### src/rtl/mips_pc_ras_pkg.sv
// Shared fetch-PC definitions: PC action encodings and their width.
// Exception redirect is enabled in the PC unit by defining MIPS_PC_RAS_EXC_EN.
package mips_pc_ras_pkg;

  localparam int unsigned ACTION_W = 3;

  // Encodings 0-4 match the original PC unit; 5-7 add call/return.
  typedef enum logic [ACTION_W-1:0] {
    ACT_NONE   = 3'd0,
    ACT_INC    = 3'd1,
    ACT_BRANCH = 3'd2,
    ACT_JUMP   = 3'd3,
    ACT_JUMPR  = 3'd4,
    ACT_CALL   = 3'd5,
    ACT_CALLR  = 3'd6,
    ACT_RETURN = 3'd7
  } mips_control_signal_pc_signal_action_e;

endpackage

### src/rtl/mips_pc_ras_stack.sv
// Circular return-address stack: when full, a push overwrites the oldest entry.
// Overflow and underflow are registered one-cycle pulses.
module mips_pc_ras_stack
  import mips_pc_ras_pkg::*;
#(
  parameter int unsigned ADDR_W    = 32,
  parameter int unsigned RAS_DEPTH = 8
) (
  input  logic              clk_i,
  input  logic              rst_i,
  input  logic              push_i,
  input  logic              pop_i,
  input  logic [ADDR_W-1:0] push_data_i,
  output logic [ADDR_W-1:0] top_data_o,
  output logic              empty_o,
  output logic              full_o,
  output logic              overflow_o,
  output logic              underflow_o
);

  localparam int unsigned PTR_W = $clog2(RAS_DEPTH);
  localparam int unsigned CNT_W = PTR_W + 1;

  logic [ADDR_W-1:0] mem_q [RAS_DEPTH];
  logic [PTR_W-1:0]  ptr_q, ptr_d, ptr_dec;
  logic [CNT_W-1:0]  cnt_q, cnt_d;
  logic              ovf_q, ovf_d;
  logic              unf_q, unf_d;
  logic              empty, full;

  assign empty       = (cnt_q == '0);
  assign full        = (cnt_q == CNT_W'(RAS_DEPTH));
  assign ptr_dec     = ptr_q - PTR_W'(1);
  assign top_data_o  = mem_q[ptr_dec];
  assign empty_o     = empty;
  assign full_o      = full;
  assign overflow_o  = ovf_q;
  assign underflow_o = unf_q;

  always_comb begin
    ptr_d = ptr_q;
    cnt_d = cnt_q;
    ovf_d = 1'b0;
    unf_d = 1'b0;
    if (push_i) begin
      ptr_d = ptr_q + PTR_W'(1);
      if (full) ovf_d = 1'b1;
      else      cnt_d = cnt_q + CNT_W'(1);
    end else if (pop_i) begin
      if (empty) begin
        unf_d = 1'b1;
      end else begin
        ptr_d = ptr_dec;
        cnt_d = cnt_q - CNT_W'(1);
      end
    end
  end

  always_ff @(posedge clk_i or posedge rst_i) begin
    if (rst_i) begin
      ptr_q <= '0;
      cnt_q <= '0;
      ovf_q <= 1'b0;
      unf_q <= 1'b0;
    end else begin
      ptr_q <= ptr_d;
      cnt_q <= cnt_d;
      ovf_q <= ovf_d;
      unf_q <= unf_d;
    end
  end

  // Entry storage needs no reset; count/pointer gate every read.
  always_ff @(posedge clk_i) begin
    if (push_i) mem_q[ptr_q] <= push_data_i;
  end

endmodule

### src/rtl/mips_pc_ras_unit.sv
// Fetch program counter with call/return prediction through a return-address stack.
// Define MIPS_PC_RAS_EXC_EN to add the exc_i/epc_o exception redirect.
module mips_pc_ras_unit
  import mips_pc_ras_pkg::*;
#(
  parameter int unsigned       ADDR_W     = 32,
  parameter int unsigned       OFFSET_W   = 16,
  parameter int unsigned       JUMP_W     = 26,
  parameter int unsigned       STEP       = 4,
  parameter int unsigned       SKIP       = $clog2(STEP),
  parameter logic [ADDR_W-1:0] RESET      = 32'h0040_0000,
  parameter int unsigned       RAS_DEPTH  = 8,
  parameter logic [ADDR_W-1:0] EXC_VECTOR = 32'h8000_0180
) (
  input  logic                clk_i,
  input  logic                rst_i,
  input  logic                stall_i,
  input  logic [ACTION_W-1:0] action_i,
  input  logic [OFFSET_W-1:0] offset_i,
  input  logic [JUMP_W-1:0]   jump_i,
  input  logic [ADDR_W-1:0]   jumpr_i,
`ifdef MIPS_PC_RAS_EXC_EN
  input  logic                exc_i,
  output logic [ADDR_W-1:0]   epc_o,
`endif
  output logic [ADDR_W-1:0]   addr_next_o,
  output logic [ADDR_W-1:0]   addr_curr_o,
  output logic                ras_empty_o,
  output logic                ras_full_o,
  output logic                ras_overflow_o,
  output logic                ras_underflow_o
);

  logic [ADDR_W-1:0] addr_curr_q, addr_next;
  logic [ADDR_W-1:0] link, off, jump_tgt, ras_top;
  logic              push, pop, ras_empty;

  assign link     = addr_curr_q + ADDR_W'(STEP);
  assign off      = {{(ADDR_W-OFFSET_W){offset_i[OFFSET_W-1]}}, offset_i} << SKIP;
  assign jump_tgt = {addr_curr_q[ADDR_W-1:JUMP_W+SKIP], jump_i, {SKIP{1'b0}}};

  // Next-address select; at most one stack operation per cycle.
  always_comb begin
    addr_next = addr_curr_q;
    push      = 1'b0;
    pop       = 1'b0;
    if (!stall_i) begin
      case (action_i)
        ACT_NONE:   addr_next = addr_curr_q;
        ACT_INC:    addr_next = link;
        ACT_BRANCH: addr_next = link + off;
        ACT_JUMP:   addr_next = jump_tgt;
        ACT_JUMPR:  addr_next = jumpr_i;
        ACT_CALL:   begin addr_next = jump_tgt; push = 1'b1; end
        ACT_CALLR:  begin addr_next = jumpr_i;  push = 1'b1; end
        ACT_RETURN: begin addr_next = ras_empty ? jumpr_i : ras_top; pop = 1'b1; end
        default:    addr_next = addr_curr_q;
      endcase
    end
`ifdef MIPS_PC_RAS_EXC_EN
    if (exc_i) begin
      addr_next = EXC_VECTOR;
      push      = 1'b0;
      pop       = 1'b0;
    end
`endif
    if (rst_i) addr_next = RESET;
  end

  always_ff @(posedge clk_i or posedge rst_i) begin
    if (rst_i) addr_curr_q <= RESET;
    else       addr_curr_q <= addr_next;
  end

`ifdef MIPS_PC_RAS_EXC_EN
  logic [ADDR_W-1:0] epc_q;

  always_ff @(posedge clk_i or posedge rst_i) begin
    if (rst_i)      epc_q <= '0;
    else if (exc_i) epc_q <= addr_curr_q;
  end

  assign epc_o = epc_q;
`endif

  mips_pc_ras_stack #(
    .ADDR_W   (ADDR_W),
    .RAS_DEPTH(RAS_DEPTH)
  ) u_stack (
    .clk_i      (clk_i),
    .rst_i      (rst_i),
    .push_i     (push),
    .pop_i      (pop),
    .push_data_i(link),
    .top_data_o (ras_top),
    .empty_o    (ras_empty),
    .full_o     (ras_full_o),
    .overflow_o (ras_overflow_o),
    .underflow_o(ras_underflow_o)
  );

  assign addr_next_o = addr_next;
  assign addr_curr_o = addr_curr_q;
  assign ras_empty_o = ras_empty;

endmodule
### config.mk
export PLATFORM = sky130hd
export DESIGN_NAME = mips_pc_ras_unit
export DESIGN_NICKNAME = d
export VERILOG_FILES = /design/src/rtl/mips_pc_ras_pkg.sv /design/src/rtl/mips_pc_ras_stack.sv /design/src/rtl/mips_pc_ras_unit.sv
export SDC_FILE = /design/constraint.sdc
export NUM_CORES = 1
export LEC_CHECK = 0
export BUFFER_PORTS_ARGS = -buffer_cell sky130_fd_sc_hd__buf_2
export CORE_UTILIZATION = 40
export CTS_BUF_LIST = sky130_fd_sc_hd__clkbuf_16
export DETAILED_ROUTE_END_ITERATION = 8
export GPL_ROUTABILITY_DRIVEN = 1
export HOLD_SLACK_MARGIN = 0.15
export PLACE_DENSITY_LB_ADDON = 0.1
export SLEW_MARGIN = 10
export SYNTH_ARGS = -nofsm -noshare
export SYNTH_HDL_FRONTEND = slang
export SYNTH_HIERARCHICAL = 1
export SYNTH_SLANG_ARGS = --single-unit
### constraint.sdc
create_clock -name clk_i -period 14.2 [get_ports clk_i]
set_clock_uncertainty 0.1 [all_clocks]
set_input_delay 2.84 -clock clk_i [delete_from_list [all_inputs] [get_ports clk_i]]
set_output_delay 2.84 -clock clk_i [all_outputs]
set_load 0.05 [all_outputs]
== Yosys cells after proc, flatten, opt, wreduce, memory -nomap -nowiden ==
Memories as Yosys holds them, arrays and structs flattened.
Index checks and enable logic that the tools add are counted.
Operators by class
  add/sub/neg operators: 6
  multiply operators: 0
  div/mod/pow operators: 0
  $lt $le $gt $ge: 0
  eq/ne operators: 10
  shift-type cells: 0
  mux-type cells: 22
  bitwise logic cells: 0
  reductions and logical operators: 8
Operator list (number)
  one-hot mux 32 bit (6 select lines): 1
  2-to-1 mux 32 bit: 3
  adder 32 x 3 -> 32 bit, second input constant: 1
  adder 32 bit: 1
  2-to-1 mux 4 bit: 4
  equality test 3 bit, second input constant: 4
  2-to-1 mux 1 bit: 11
  2-to-1 mux 3 bit: 3
  equality test 3 x 2 -> 1 bit, second input constant: 2
  OR reduction 2 bit: 3
  adder 4 x 1 -> 4 bit, second input constant: 1
  equality test 4 bit, second input constant: 1
  zero test 4 bit: 1
  inequality test 2 bit, second input constant: 2
  subtractor 4 x 1 -> 4 bit, second input constant: 1
  adder 3 x 1 -> 3 bit, second input constant: 1
  equality test 3 x 1 -> 1 bit, second input constant: 1
  zero test 3 bit: 1
  AND reduction 3 bit: 1
  subtractor 3 x 1 -> 3 bit, second input constant: 1
  AND reduction 2 bit: 1
  nonzero test 2 bit: 1
Storage, ports and cells
  bits in registers: 41
  bits in latches: 0
  bits in writable memories: 256
  memory bits (read-only): 0
  input port bits: 80
  output and inout port bits: 68
  memories: 1
Memory list
  u_stack.mem_q: depth 8, width 32, read ports 1, clocked after Yosys merged registers in 0, wr ports 1, RTL line mips_pc_ras_stack.sv:24  | logic [ADDR_W-1:0] mem_q [RAS_DEPTH];

== Depth between registers and ports, before layout ==
  depth in word-level cells: 6
  depth in mapped cells: 16

== Modules after synthesis ==
Netlist, hierarchy kept.
By module, submodules not included
  mips_pc_ras_stack: instances 1, cells an instance 436, area each 10431.3 um^2, seq. area each 7912.6 um^2
  mips_pc_ras_unit: instances 1, cells an instance 603, area each 4524.3 um^2, seq. area each 802.0 um^2

== Worst setup path before layout ==
Ideal clock, no wire load.
  path kind: in2out
  start point: input offset_i[0]
  end point: output addr_next_o[22]
  arrival time: 5672 ps
  path slack: 5588 ps
  stages on the path: 11
  path buffers: 0
  cells stage by stage: ha_1 > inv_1 > fa_1 > nand2b_1 > a21oi_1 > a21o_1 > a211oi_1 > o21ai_0 > xor2_1 > a21oi_1 > o21ai_0
Between the ends
  longest elaborated chain between the ends: 4
Ends and longest elaborated chain
  start: declaration: RTL line mips_pc_ras_unit.sv:19  | input logic [OFFSET_W-1:0] offset_i,
  adder 32 bit: RTL line mips_pc_ras_unit.sv:51  | ACT_BRANCH: addr_next = link + off;
  one-hot mux 32 bit (6 select lines): RTL line mips_pc_ras_unit.sv:48  | case (action_i)
  2-to-1 mux 32 bit: RTL line mips_pc_ras_unit.sv:47  | if (!stall_i) begin
  2-to-1 mux 32 bit: RTL line mips_pc_ras_unit.sv:67  | if (rst_i) addr_next = RESET;
  end: declaration: RTL line mips_pc_ras_unit.sv:26  | output logic [ADDR_W-1:0] addr_next_o,
Every way passes these cells.

== Worst setup path in the final report ==
  start point: register addr_curr_q[2] (netlist: addr_curr_o[2])
  end point: output addr_next_o[31]
Between the ends
  longest elaborated chain between the ends: 5
Ends and longest elaborated chain
  start: declaration: RTL line mips_pc_ras_unit.sv:34  | logic [ADDR_W-1:0] addr_curr_q, addr_next;
  start signal: assignment: RTL line mips_pc_ras_unit.sv:72  | else addr_curr_q <= addr_next;
  adder 32 x 3 -> 32 bit: RTL line mips_pc_ras_unit.sv:38  | assign link = addr_curr_q + ADDR_W'(STEP);
  via link[26]: RTL line mips_pc_ras_unit.sv:35  | logic [ADDR_W-1:0] link, off, jump_tgt, ras_top;
  adder 32 bit: RTL line mips_pc_ras_unit.sv:51
  one-hot mux 32 bit (6 select lines): RTL line mips_pc_ras_unit.sv:48
  2-to-1 mux 32 bit: RTL line mips_pc_ras_unit.sv:47
  2-to-1 mux 32 bit: RTL line mips_pc_ras_unit.sv:67
The timed path passes the listed nets, and every way through them passes these cells.

==> impl_results.md <==
- Hold crit path type: flop to flop
- Post-Layout Cell Count: 1681
- WS Path Type: flop to primary output
- Routed via count: 10000
- Drt total wl: 43.8 mm
- CP required: 11.26 ns
- First-pass GRT wire length: 64.3 mm
- Critical path buffers and inverters: 1
- CTS buffer count: 36
- Synth cell types: 72
- DRT antenna net count: 0
- Fin. Hold Viols: 0
- Detailed Routing Iterations Pass 1: 5
- R2R depth: 15
- Largest net degree at the start of global routing: 45
- Nets: 1305
- Grt ovf: 0
- Seq/Total Area, Yosys: 58.3%
- P per Cell Area: 171 nW/um^2
- Hold path depth: 1
- Syn avg cell area: 14.4 um^2
- Fill cell count: 3264
- Pleak: 6.60 nW
- Asr flop ratio synth: 13.8%
- Routed vias/inst: 5.95
- Avg WL per Cell: 26.1 um
- Peak per-stage delay on the critical path: 0.78 ns
- Worst VDD drop: 95.4 uV
- Number of buffers inserted by port buffering: 147
- Slew headroom: 33.3%
- H-tree levels: 2
- CTS max path bufs: 3
- Final Cycle Share: 63.0%
- Crit path DAT: 6.00 ns
- Initial Util: 40.8%
- Maxcap violations: 0
- # diodes: 0
- Ys flop type: edfxtp_1
- P&R area growth vs syn: 16.6%
- Setup Viol. Count Final: 0
- Critical Path Fanout Max: 10
- Commonest non-fill, non-tap cells in the layout: 256 x edfxtp_1, 147 x buf_2, 62 x nand2_1
- Tmin final: 8.94 ns
- Fmax: 0.112 GHz
- Skew-Pair Late Insertion Delay: 0.53 ns
- Number of global-route vias before repair: 9801
- # hold bufs at CTS: 0
- Largest delay share family, worst path: simple AND/OR/NAND/NOR gates
- Slowest stage cell on the critical path: xnor2_1
- Full die area: 38200 um^2
- YS warnings: 6
- GRT Total Usage: 23.0%
- Post-CTS setup repair buffer count: 0
- Slew Limit Fails: 0
- Flop2flop setup slack: 8.82 ns
- Worst-Margin Slew: 0.995 ns
- Post-DP HPWL: 28.2 mm
- Flops & latches, synth: 297
- Synthesized area: 15000 um^2
- Unrepaired setup endpoints after global routing: false
- Worst-path clk slew: 0.06 ns
- Most common cell after layout, fill and taps aside: edfxtp_1
- Core ar.: 36700 um^2
- Die height: 195 um
- Synth Instances: 1039
- Synth Net Count: 1159
- I/O Pins: 148
- DR iter-0 viols: 643
- Setup TNS: 0 ns
- Dpl cells: 1615
- WP depth: 16
- Row count: 70
- Routability congestion estimate: 0.838
- Chip Width: 195 um
- Post-CTS Resized: 0
- CTS tree: done
- DRC viols: 0
- Critical Path, Cell by Cell: ha_1, and4_1, nand2_1, nor3_1, nand3_1, xnor2_1, ha_1, nand4_1, nor3_1, a211oi_1, o211ai_1, a211oi_1, xnor2_1, mux2i_1, a31oi_1, buf_2
- CTS sink cnt: 297
- Critical Path End Type: primary output
- Antenna violations before repair: 0
- Root buf cell: clkbuf_16
- Status: finished, final reports clean
- Share of cells above drive strength 1: 23.8%
- Post-synth EDFFs: 256
- Worst setup SP type: flop
-- path summary, 6_finish.rpt --
check / from / to
max in group asynchronous: rst_i / addr_curr_o[4]$_DFF_PP0_
worst min-delay path: u_stack/cnt_q[0]$_DFFE_PP0P_ / u_stack/cnt_q[0]$_DFFE_PP0P_
min in group asynchronous: rst_i / u_stack/ptr_q[2]$_DFFE_PP0P_
worst max register to register: addr_curr_o[2]$_DFF_PP0_ / addr_curr_o[31]$_DFF_PP0_
worst max-delay path: addr_curr_o[2]$_DFF_PP0_ / addr_next_o[31]
worst min register to register: u_stack/cnt_q[0]$_DFFE_PP0P_ / u_stack/cnt_q[0]$_DFFE_PP0P_
-- cell families after synthesis --
| logic type | synth area share (%) |
|---|---|
| AOI/OAI and AO/OA | 11.2 |
| DFF | 58.3 |
| buffers and inverters | 2.53 |
| muxes | 13.9 |
| xor gates and xnor gates | 3.05 |
| adders and majority gates | 3.45 |
| and+or+nand+nor | 7.69 |
-- synth_stat cells, drive strengths merged, types with 12 or more instances --
cell type  count  area, um^2
mux2          33         372
xnor2         29         254
a221oi        21         190
a221o         28         280
nor2          57         216
buf           20         150
a211oi        12        90.1
dfrtp         40        1000
edfxtp       256        7690
clkbuf        41         154
ha            38         475
nor3          17        90.1
nand2b        13        81.3
o21ai         52         260
inv           20        75.1
nand2         62         233
a21oi         48         240
xor2          21         203
mux4          64        1670
nand3         23         115
and3          12        81.3
-- state kept, by name, summed over array words and instances (netlist names) --
register	count
u_stack/overflow_o	1
u_stack/underflow_o	1
addr_curr_o	32
u_stack/cnt_q	4
u_stack/mem_q	256
u_stack/ptr_q	3
-- power breakdown --
part	switching [mW]	internal (mW)	total, mW
Combinational	0.546	0.440	0.986
Sequential	0.0623	1.01	1.07
Clock	0.379	0.542	0.921
-- stage by stage --
stage	total power, mW	worst slack, ns	instance area [um^2]	hold WS [ns]	util (%)
2_1_floorplan	1.81	5.59	15000	0.396	-
3_3_place_gp	2.07	5.40	16200	0.507	44.3
3_5_place_dp	2.08	5.37	16200	0.523	44.3
4_1_cts	3.00	5.23	17400	0.530	47.5
5_1_grt	3.10	4.88	17400	0.563	47.5
6_report	2.98	5.26	17400	0.533	47.5
-- cell type report --
| class | instances | area, um^2 | area share, % |
|---|---|---|---|
| inverter | 20 | 75.1 | 0.431 |
| tap | 468 | 586 | 3.36 |
| sequential | 297 | 8720 | 50.0 |
| multi-input combinational | 661 | 5970 | 34.2 |
| clock inverter | 30 | 289 | 1.66 |
| clock buffer | 36 | 901 | 5.17 |
| timing repair buffer | 169 | 901 | 5.17 |
-- per-layer routing --
metal | global-route usage [%] | routed length [um]
met5 | 0 | 0
met2 | 35.4 | 19900
met3 | 2.80 | 2600
met1 | 34.5 | 20500
met4 | 5.83 | 821
No activity file was read; power rests on OpenSTA's default activity.
